File: src/rtl/addsub_acc_seq_if.sv
// addsub_acc_seq_if
//   Bundles the command handshake, the snapshot handshake and the link to the
//   external 36-bit add/subtract datapath for addsub_acc_seq.
//   Ports:
//     in_valid/in_ready/in_op/in_data     command channel (op 00 LOAD, 01 ADD,
//                                         10 SUB, 11 READ)
//     dp_a/dp_b/dp_add/dp_sum             datapath drive and same-cycle result
//     out_valid/out_ready/out_data/out_ovf snapshot channel
//   Modports: slave = the sequencer, master = its environment.
interface addsub_acc_seq_if #(
  parameter int W = 36
);
  logic         in_valid;
  logic         in_ready;
  logic [1:0]   in_op;
  logic [W-1:0] in_data;
  logic [W-1:0] dp_a;
  logic [W-1:0] dp_b;
  logic         dp_add;
  logic [W-1:0] dp_sum;
  logic         out_valid;
  logic         out_ready;
  logic [W-1:0] out_data;
  logic         out_ovf;

  modport slave (
    input  in_valid, in_op, in_data, dp_sum, out_ready,
    output in_ready, dp_a, dp_b, dp_add, out_valid, out_data, out_ovf
  );

  modport master (
    output in_valid, in_op, in_data, dp_sum, out_ready,
    input  in_ready, dp_a, dp_b, dp_add, out_valid, out_data, out_ovf
  );
endinterface

File: src/rtl/addsub_acc_seq.sv
// addsub_acc_seq
//   Sequencing stage for a combinational add/subtract datapath. Accepts
//   accumulator commands, drives the datapath with acc and in_data, registers
//   the returned sum, tracks a sticky signed-overflow flag and queues READ
//   snapshots {ovf, acc} in a 2-entry output buffer.
//   Ports:
//     clk    rising-edge clock
//     reset  asynchronous active-high reset
//     bus    addsub_acc_seq_if.slave (command, datapath and snapshot signals)
//   Build option:
//     ADDSUB_ACC_SAT_EN  when defined, an overflowing ADD/SUB saturates the
//                        accumulator to the most positive/negative value
//                        instead of wrapping.
module addsub_acc_seq #(
  parameter int W = 36
) (
  input  logic              clk,
  input  logic              reset,
  addsub_acc_seq_if.slave   bus
);

  localparam logic [1:0] OP_LOAD = 2'b00;
  localparam logic [1:0] OP_ADD  = 2'b01;
  localparam logic [1:0] OP_SUB  = 2'b10;
  localparam logic [1:0] OP_READ = 2'b11;

  localparam logic [W-1:0] ACC_MAX = {1'b0, {(W-1){1'b1}}};
  localparam logic [W-1:0] ACC_MIN = {1'b1, {(W-1){1'b0}}};

  logic [W-1:0] acc_reg, acc_next;
  logic         ovf_reg, ovf_next;

  // Snapshot buffer: entry = {ovf, acc}
  logic [W:0]   fifo_mem [2];
  logic         rd_ptr_reg, rd_ptr_next;
  logic         wr_ptr_reg, wr_ptr_next;
  logic [1:0]   count_reg, count_next;

  logic         accept;
  logic         push;
  logic         pop;
  logic         is_arith;
  logic         sign_a, sign_b, sign_s;
  logic         arith_ovf;

  // Handshake outputs depend only on registered occupancy, never on in_valid.
  assign bus.in_ready  = (count_reg != 2'd2);
  assign bus.out_valid = (count_reg != 2'd0);
  assign bus.out_data  = fifo_mem[rd_ptr_reg][W-1:0];
  assign bus.out_ovf   = fifo_mem[rd_ptr_reg][W];

  assign bus.dp_a   = acc_reg;
  assign bus.dp_b   = bus.in_data;
  assign bus.dp_add = (bus.in_op != OP_SUB);

  assign accept   = bus.in_valid && bus.in_ready;
  assign push     = accept && (bus.in_op == OP_READ);
  assign pop      = bus.out_valid && bus.out_ready;
  assign is_arith = (bus.in_op == OP_ADD) || (bus.in_op == OP_SUB);

  // Signed overflow from operand and result signs. Subtraction can only
  // overflow when the operands differ in sign, addition when they match.
  assign sign_a    = acc_reg[W-1];
  assign sign_b    = bus.in_data[W-1];
  assign sign_s    = bus.dp_sum[W-1];
  assign arith_ovf = (sign_s != sign_a) &&
                     ((bus.in_op == OP_SUB) ? (sign_a != sign_b) : (sign_a == sign_b));

  always_comb begin
    acc_next = acc_reg;
    ovf_next = ovf_reg;
    if (accept) begin
      if (bus.in_op == OP_LOAD) begin
        acc_next = bus.in_data;
        ovf_next = 1'b0;
      end else if (is_arith) begin
        acc_next = bus.dp_sum;
        if (arith_ovf) begin
          ovf_next = 1'b1;
`ifdef ADDSUB_ACC_SAT_EN
          // Overflow direction follows the sign of the accumulator operand.
          acc_next = sign_a ? ACC_MIN : ACC_MAX;
`endif
        end
      end
    end
  end

  always_comb begin
    rd_ptr_next = rd_ptr_reg;
    wr_ptr_next = wr_ptr_reg;
    count_next  = count_reg;
    if (push) begin
      wr_ptr_next = ~wr_ptr_reg;
    end
    if (pop) begin
      rd_ptr_next = ~rd_ptr_reg;
    end
    // in_ready already blocks a push into a full buffer, and pop needs data,
    // so the count cannot leave 0..2.
    case ({push, pop})
      2'b10:   count_next = count_reg + 2'd1;
      2'b01:   count_next = count_reg - 2'd1;
      default: count_next = count_reg;
    endcase
  end

  always_ff @(posedge clk or posedge reset) begin
    if (reset) begin
      acc_reg    <= '0;
      ovf_reg    <= 1'b0;
      rd_ptr_reg <= 1'b0;
      wr_ptr_reg <= 1'b0;
      count_reg  <= 2'd0;
    end else begin
      acc_reg    <= acc_next;
      ovf_reg    <= ovf_next;
      rd_ptr_reg <= rd_ptr_next;
      wr_ptr_reg <= wr_ptr_next;
      count_reg  <= count_next;
    end
  end

  // Entries are reset so out_data/out_ovf read 0 straight out of reset.
  generate
    for (genvar gi = 0; gi < 2; gi++) begin : g_fifo
      always_ff @(posedge clk or posedge reset) begin
        if (reset) begin
          fifo_mem[gi] <= '0;
        end else if (push && (wr_ptr_reg == 1'(gi))) begin
          fifo_mem[gi] <= {ovf_reg, acc_reg};
        end
      end
    end
  endgenerate

endmodule

File: src/flat_wrapper.sv
// flat-port wrapper written by rule: the top's interface ports become plain ports
module addsub_acc_seq_flat 
#(
  parameter int W = 36
)
  (clk, reset, bus_in_valid, bus_in_op, bus_in_data, bus_dp_sum, bus_out_ready, bus_in_ready, bus_dp_a, bus_dp_b, bus_dp_add, bus_out_valid, bus_out_data, bus_out_ovf);
  addsub_acc_seq_if #(.W(W)) bus_i ();
  input  logic clk;
  input  logic reset;
  input wire logic [$bits(bus_i.in_valid)-1:0] bus_in_valid;
  input wire logic [$bits(bus_i.in_op)-1:0] bus_in_op;
  input wire logic [$bits(bus_i.in_data)-1:0] bus_in_data;
  input wire logic [$bits(bus_i.dp_sum)-1:0] bus_dp_sum;
  input wire logic [$bits(bus_i.out_ready)-1:0] bus_out_ready;
  output wire logic [$bits(bus_i.in_ready)-1:0] bus_in_ready;
  output wire logic [$bits(bus_i.dp_a)-1:0] bus_dp_a;
  output wire logic [$bits(bus_i.dp_b)-1:0] bus_dp_b;
  output wire logic [$bits(bus_i.dp_add)-1:0] bus_dp_add;
  output wire logic [$bits(bus_i.out_valid)-1:0] bus_out_valid;
  output wire logic [$bits(bus_i.out_data)-1:0] bus_out_data;
  output wire logic [$bits(bus_i.out_ovf)-1:0] bus_out_ovf;
  assign bus_i.in_valid = bus_in_valid;
  assign bus_i.in_op = bus_in_op;
  assign bus_i.in_data = bus_in_data;
  assign bus_i.dp_sum = bus_dp_sum;
  assign bus_i.out_ready = bus_out_ready;
  assign bus_in_ready = bus_i.in_ready;
  assign bus_dp_a = bus_i.dp_a;
  assign bus_dp_b = bus_i.dp_b;
  assign bus_dp_add = bus_i.dp_add;
  assign bus_out_valid = bus_i.out_valid;
  assign bus_out_data = bus_i.out_data;
  assign bus_out_ovf = bus_i.out_ovf;
  addsub_acc_seq #(.W(W)) u_core (.clk(clk), .reset(reset), .bus(bus_i));
endmodule
File: config.mk
export PLATFORM = sky130hd
export DESIGN_NAME = addsub_acc_seq_flat
export DESIGN_NICKNAME = d
export VERILOG_FILES = /design/src/rtl/addsub_acc_seq_if.sv /design/src/rtl/addsub_acc_seq.sv /design/src/flat_wrapper.sv
export SDC_FILE = /design/constraint.sdc
export NUM_CORES = 1
export LEC_CHECK = 0
export ABC_AREA = 0
export BUFFER_PORTS_ARGS = -buffer_cell sky130_fd_sc_hd__buf_4
export CAP_MARGIN = 40
export CORE_MARGIN = 5
export CORE_UTILIZATION = 55
export DETAILED_ROUTE_END_ITERATION = 10
export PLACE_DENSITY = 0.85
export SLEW_MARGIN = 20
export SYNTH_ARGS = -nofsm -noshare
export SYNTH_HDL_FRONTEND = slang
export SYNTH_SLANG_ARGS = --single-unit
File: constraint.sdc
create_clock -name clk -period 7.3 [get_ports clk]
set_input_delay 0.73 -clock clk [delete_from_list [all_inputs] [get_ports clk]]
set_output_delay 0.73 -clock clk [all_outputs]
set_load 0.01 [all_outputs]
==> impl_metrics.tcl, run 1 <==
set metrics [dict create \
    status "finished, final reports clean" \
    slew_headroom_pct 51.2 \
    min_period_over_period_pct 36.1 \
    slew_violations 0 \
    grt_usage_pct 20.8 \
    vias_per_cell 5.23 \
    io_buffers 189 \
    regToRegEndpoint "u_core.bus.dp_a[7]$_DFFE_PP0P_" \
    worstMarginPinSlew_ns 0.732 \
    cts_htree_levels 4 \
    critPathKind "register to output port" \
    fin_skew_ns 0.00638 \
    final-setup-viol-count 0 \
    grt_pass1_vias 3940 \
    ioPinCount 190 \
    core_um2 10300 \
    ys_warn_count 0 \
    dieArea_um2 12700 \
    num_rows 37 \
    drc 0 \
    hold_ws_ns 0.341 \
    cts.clk_slew.worst_paths_ns 0.05 \
    hp-class "input port to asynchronous set/reset pin" \
    avgSynthCellArea_um2 15.4 \
    cp.arrival_ns 1.91 \
    drtIter0Drc 121 \
    antenna_found_initial 0 \
    place_area_um2 7050 \
    cts_root_buf "clkbuf_8" \
    cts_resized 0 \
    wire_per_inst_um 19.1 \
    hold_viol_final 0 \
    wl_um 13100 \
    cts_hold_buf 0 \
    dr.pass1.iters 4 \
    cts_buffers 17 \
    grt_max_degree 59 \
    max-clock-path-buffers 2 \
    synthCells 377 \
    ys_ff_latch 115 \
    fmax_mhz 379 \
    start_util_pct 56.4 \
    rsz0062_at_grt "no" \
    grt.overflow.total 0 \
    maxCapViolations 0 \
    ys_seq_area_share_pct 49.5 \
    cts_setup_buffers 0 \
    synth_area_um2 5820 \
    synth_nets 456 \
    yosysUniqueCellTypes 24 \
    final_util_pct 73.9 \
    r2r-start "u_core.count_reg[0]$_DFFE_PP0P_" \
    ir_drop_v 0.000212 \
    leakage_uw 0.00378 \
    cp-start-kind "register" \
    place_congestion 0.745 \
    cp.required_ns 6.57 \
    critical_path.endpoint_type "output port" \
    insertedDiodeCount 0 \
    mostFrequentLayoutCell "buf_4" \
    synthToLayoutAreaGrowth_pct 31.1 \
    grt_first_pass_wirelength_um 20900 \
    nets 616 \
    largest_reg_flops 74 \
    cts_tree "yes" \
    fin_ws_ns 4.66 \
    fp.dieW_um 113 \
    fin_area_um2 7630 \
    drive_above_1_share_pct 75.3 \
    pre_cts_ws_ns 4.69 \
    period_minus_slack_ns 2.64 \
    r2r_slack_ns 5.05 \
    fin_tns_setup_ns 0 \
    drtAntennaViolNets 0 \
    worstPathMaxFanout 25 \
    r2r_cells 4 \
    crit_path_start "u_core.rd_ptr_reg$_DFFE_PP0P_" \
    clkLatencyLatePin_ns 0.50 \
    die_h_um 113 \
    vias 3585 \
    power_density_nw_per_um2 449 \
    clkSinkCount 115 \
    layout_common_cells "buf_4 (193), mux2_2 (123), dfrtp_1 (114)" \
    hpwlAfterDp_um 9210 \
]
==> worst max path at each step <==
stage	endpoint	cells after the start
floorplan	u_core.bus.dp_a[0]$_DFFE_PP0P_	1
global placement	u_core.fifo_mem[23]$_DFFE_PP0P_	4
detailed placement	u_core.bus.dp_a[4]$_DFFE_PP0P_	5
CTS	bus_out_data[18]	3
global route	bus_out_ovf	3
finish	bus_out_data[18]	3
==> cells by family after synthesis <==
kind of cell	after synthesis	share of synthesized area, %
AOI/OAI and AO/OA	2	0.323
and+or+nand+nor	12	1.53
muxes	184	39.5
buffers and inverters	56	7.98
DFF	115	49.5
adders and majority gates	1	0.215
xor gates and xnor gates	7	1.05
==> cell type report <==
| class | instances | area, um2 |
|---|---|---|
| sequential | 115 | 2880 |
| timing repair buffer | 196 | 1520 |
| multi-input combinational | 206 | 2480 |
| tap | 136 | 170 |
| clock inverter | 11 | 135 |
| inverter | 1 | 6.26 |
| fill | 648 | 2700 |
| clock buffer | 21 | 439 |
==> per-layer routing <==
| metal | track usage, % | wire length (um) | vias to the layer above |
|---|---|---|---|
| li1 | - | - | 1619 |
| met1 | 25.1 | 5170 | 1819 |
| met2 | 35.2 | 6740 | 138 |
| met3 | 7.86 | 1070 | 9 |
| met4 | 5.45 | 118 | 0 |
| met5 | 0 | 0 | - |
==> synth_stat cells <==
cell type | n | share of area, %
mux2_2 | 123 | 24
dfrtp_1 | 115 | 49
mux2_4 | 60 | 15
buf_4 | 37 | 4.8
buf_6 | 8 | 1.5
buf_2 | 5 | 0.43
xnor2_1 | 4 | 0.60
buf_12 | 3 | 1.0
xor2_1 | 3 | 0.45
and2_1 | 2 | 0.21
clkbuf_1 | 2 | 0.13
nand2b_1 | 2 | 0.21
nand3_1 | 2 | 0.17
a31o_2 | 1 | 0.15
ha_1 | 1 | 0.21
inv_1 | 1 | 0.064
mux2i_1 | 1 | 0.17
nand3b_1 | 1 | 0.13
nand4_4 | 1 | 0.37
nand4b_1 | 1 | 0.15
nor2_1 | 1 | 0.064
nor2_2 | 1 | 0.11
o211a_1 | 1 | 0.17
or2_2 | 1 | 0.11
==> report_power, final <==
| part | internal, uW | switching [uW] |
|---|---|---|
| clock | 525 | 282 |
| sequential | 953 | 256 |
| combinational | 890 | 518 |
| total | 2370 | 1060 |
==> stage by stage <==
step,power [uW],instances
after global routing,3610,686
final,3420,686
after floorplan,2020,377
after detailed placement,2630,654
after global placement,2560,651
after CTS,3460,686
==> critical path, cell delays in order (launching register included) <==
cell     delay, ns
dfrtp_2       0.62
buf_12        0.26
mux2_2        0.38
buf_4         0.15
Note: power is estimated with default switching activity, not from simulation.
==> run 2: changes to the inputs <==
Settings changed: CORE_UTILIZATION 55 to 46, PLACE_DENSITY 0.85 to 0.75.
Clock period 7.3 ns to 2.3 ns, I/O delays scaled along.
==> run 2 against run 1 <==
Net effect: power increased to 3.2 times the previous value; routed wire length decreased by 5.1%; clock power increased to 3.4 times the previous value; worst hold slack got worse by 0.32 ns; clock skew increased by 0.0068 ns; die area increased by 18%; via count decreased by 1.2%; largest power group unchanged; critical path type is now register to register; largest cell class unchanged; register-to-register slack got worse by 4.6 ns; worst setup slack got worse by 4.2 ns; global-route usage decreased by 3.7 points; non-clock buffer count increased by 2; highest routed layer unchanged; critical endpoint is now u_core.fifo_mem[73]$_DFFE_PP0P_; combinational power increased to 3.2 times the previous value.
==> impl_metrics.tcl, run 2 (same netlist as run 1, synthesis figures left out) <==
set metrics [dict create \
    fin_tns_setup_ns 0 \
    synthToLayoutAreaGrowth_pct 32.8 \
    cp.required_ns 2.57 \
    r2r-start "u_core.count_reg[0]$_DFFE_PP0P_" \
    largest_reg_flops 74 \
    slew_violations 0 \
    pre_cts_ws_ns 0.433 \
    power_uw 11000 \
    worstPathMaxFanout 23 \
    clkSinkCount 115 \
    path_cells "nand2b_1 -> nand4b_1 -> buf_4 -> mux2_2" \
    cp-start-kind "register" \
    cts_root_buf "clkbuf_16" \
    ioPinCount 190 \
    rsz0062_at_grt "no" \
    slew_headroom_pct 59.6 \
    io_buffers 189 \
    wire_per_inst_um 17.2 \
    dr.pass1.iters 4 \
    cts_hold_buf 0 \
    cts_tree "yes" \
    worstMarginPinSlew_ns 0.605 \
    cp.arrival_ns 2.14 \
    period_minus_slack_ns 1.86 \
    cts_htree_levels 4 \
    vias_per_cell 4.89 \
    drc 0 \
    drtAntennaViolNets 0 \
    dieArea_um2 15000 \
    critical_path.endpoint_type "register" \
    fmax_mhz 537 \
    status "finished, final reports clean" \
    power_density_nw_per_um2 1420 \
    cts_resized 0 \
    crit_path_start "u_core.count_reg[0]$_DFFE_PP0P_" \
    fin_area_um2 7730 \
    grt_pass1_vias 3956 \
    layout_common_cells "buf_4 (195), mux2_2 (123), dfrtp_1 (114)" \
    max-clock-path-buffers 2 \
    grt_max_degree 116 \
    critPathKind "register to register" \
    mostFrequentLayoutCell "buf_4" \
    r2r_slack_ns 0.44 \
    endpoint "u_core.fifo_mem[73]$_DFFE_PP0P_" \
    antenna_found_initial 0 \
    clkLatencyLatePin_ns 0.40 \
    cts_buffers 17 \
    fin_ws_ns 0.437 \
    nets 618 \
    place_congestion 0.708 \
    vias 3543 \
    leakage_uw 0.00380 \
    min_period_over_period_pct 81.0 \
    insertedDiodeCount 0 \
    wl_um 12400 \
    regToRegEndpoint "u_core.fifo_mem[73]$_DFFE_PP0P_" \
    grt_first_pass_wirelength_um 20000 \
    hpwlAfterDp_um 8830 \
    hold_viol_final 0 \
    fp.dieW_um 122 \
    drive_above_1_share_pct 75.5 \
    place_area_um2 7110 \
    num_rows 41 \
    start_util_pct 46.5 \
    drtIter0Drc 187 \
    ir_drop_v 0.000615 \
    core_um2 12500 \
    die_h_um 122 \
    maxCapViolations 0 \
    slowest_delay_ns 0.44 \
    final-setup-viol-count 0 \
    grt_usage_pct 17.1 \
    fin_skew_ns 0.0132 \
    cts_setup_buffers 0 \
    cp_slowest_cell "buf_4" \
    hp-class "input port to asynchronous set/reset pin" \
    r2r_cells 4 \
    cts.clk_slew.worst_paths_ns 0.05 \
    grt.overflow.total 0 \
]
## run 2: metal layers
| layer | vias up | global-route usage [%] | wire length (um) |
|---|---|---|---|
| li1 | 1622 | - | - |
| met1 | 1792 | 20.5 | 5180 |
| met2 | 122 | 29.3 | 6280 |
| met3 | 7 | 5.39 | 867 |
| met4 | 0 | 5.32 | 98 |
| met5 | - | 0 | 0 |
## run 2: how the worst min path moves through the flow
stage / endpoint / start
2_1_floorplan: u_core.wr_ptr_reg$_DFFE_PP0N_ / bus_in_valid
3_3_place_gp: u_core.bus.dp_a[3]$_DFFE_PP0P_ / reset
3_5_place_dp: u_core.bus.dp_a[3]$_DFFE_PP0P_ / reset
4_1_cts: u_core.bus.dp_a[3]$_DFFE_PP0P_ / reset
5_1_grt: u_core.fifo_mem[40]$_DFFE_PP0P_ / reset
6_report: u_core.bus.dp_a[3]$_DFFE_PP0P_ / reset
## run 2: cell type report
type / count / area (um2)
fill: 1021 / 4790
sequential: 115 / 2880
multi-input combinational: 206 / 2480
timing repair buffer: 198 / 1520
clock buffer: 21 / 460
tap: 172 / 215
clock inverter: 11 / 158
inverter: 1 / 7.51
## run 2: power by group
part / switching, uW / internal [uW]
Sequential: 760 / 3030
Combinational: 1650 / 2830
Clock: 872 / 1860
## run 2: critical path: cells and delay by family, from the launching register on
kind	cells	cell delay, ns
flip-flops	1	0.41
AND/OR/NAND/NOR	2	0.50
multiplexers	1	0.39
buffers and inverters	1	0.44
## run 2: metrics by stage
| step | util [%] | hold slack, ns | instances |
|---|---|---|---|
| 6_report | 61.7 | 0.0176 | 724 |
| 2_1_floorplan | - | 0.421 | 377 |
| 3_3_place_gp | 56.8 | 0.454 | 692 |
| 4_1_cts | 61.7 | 0.0378 | 724 |
| 5_1_grt | 61.7 | 0.0614 | 724 |
| 3_5_place_dp | 56.8 | 0.468 | 692 |
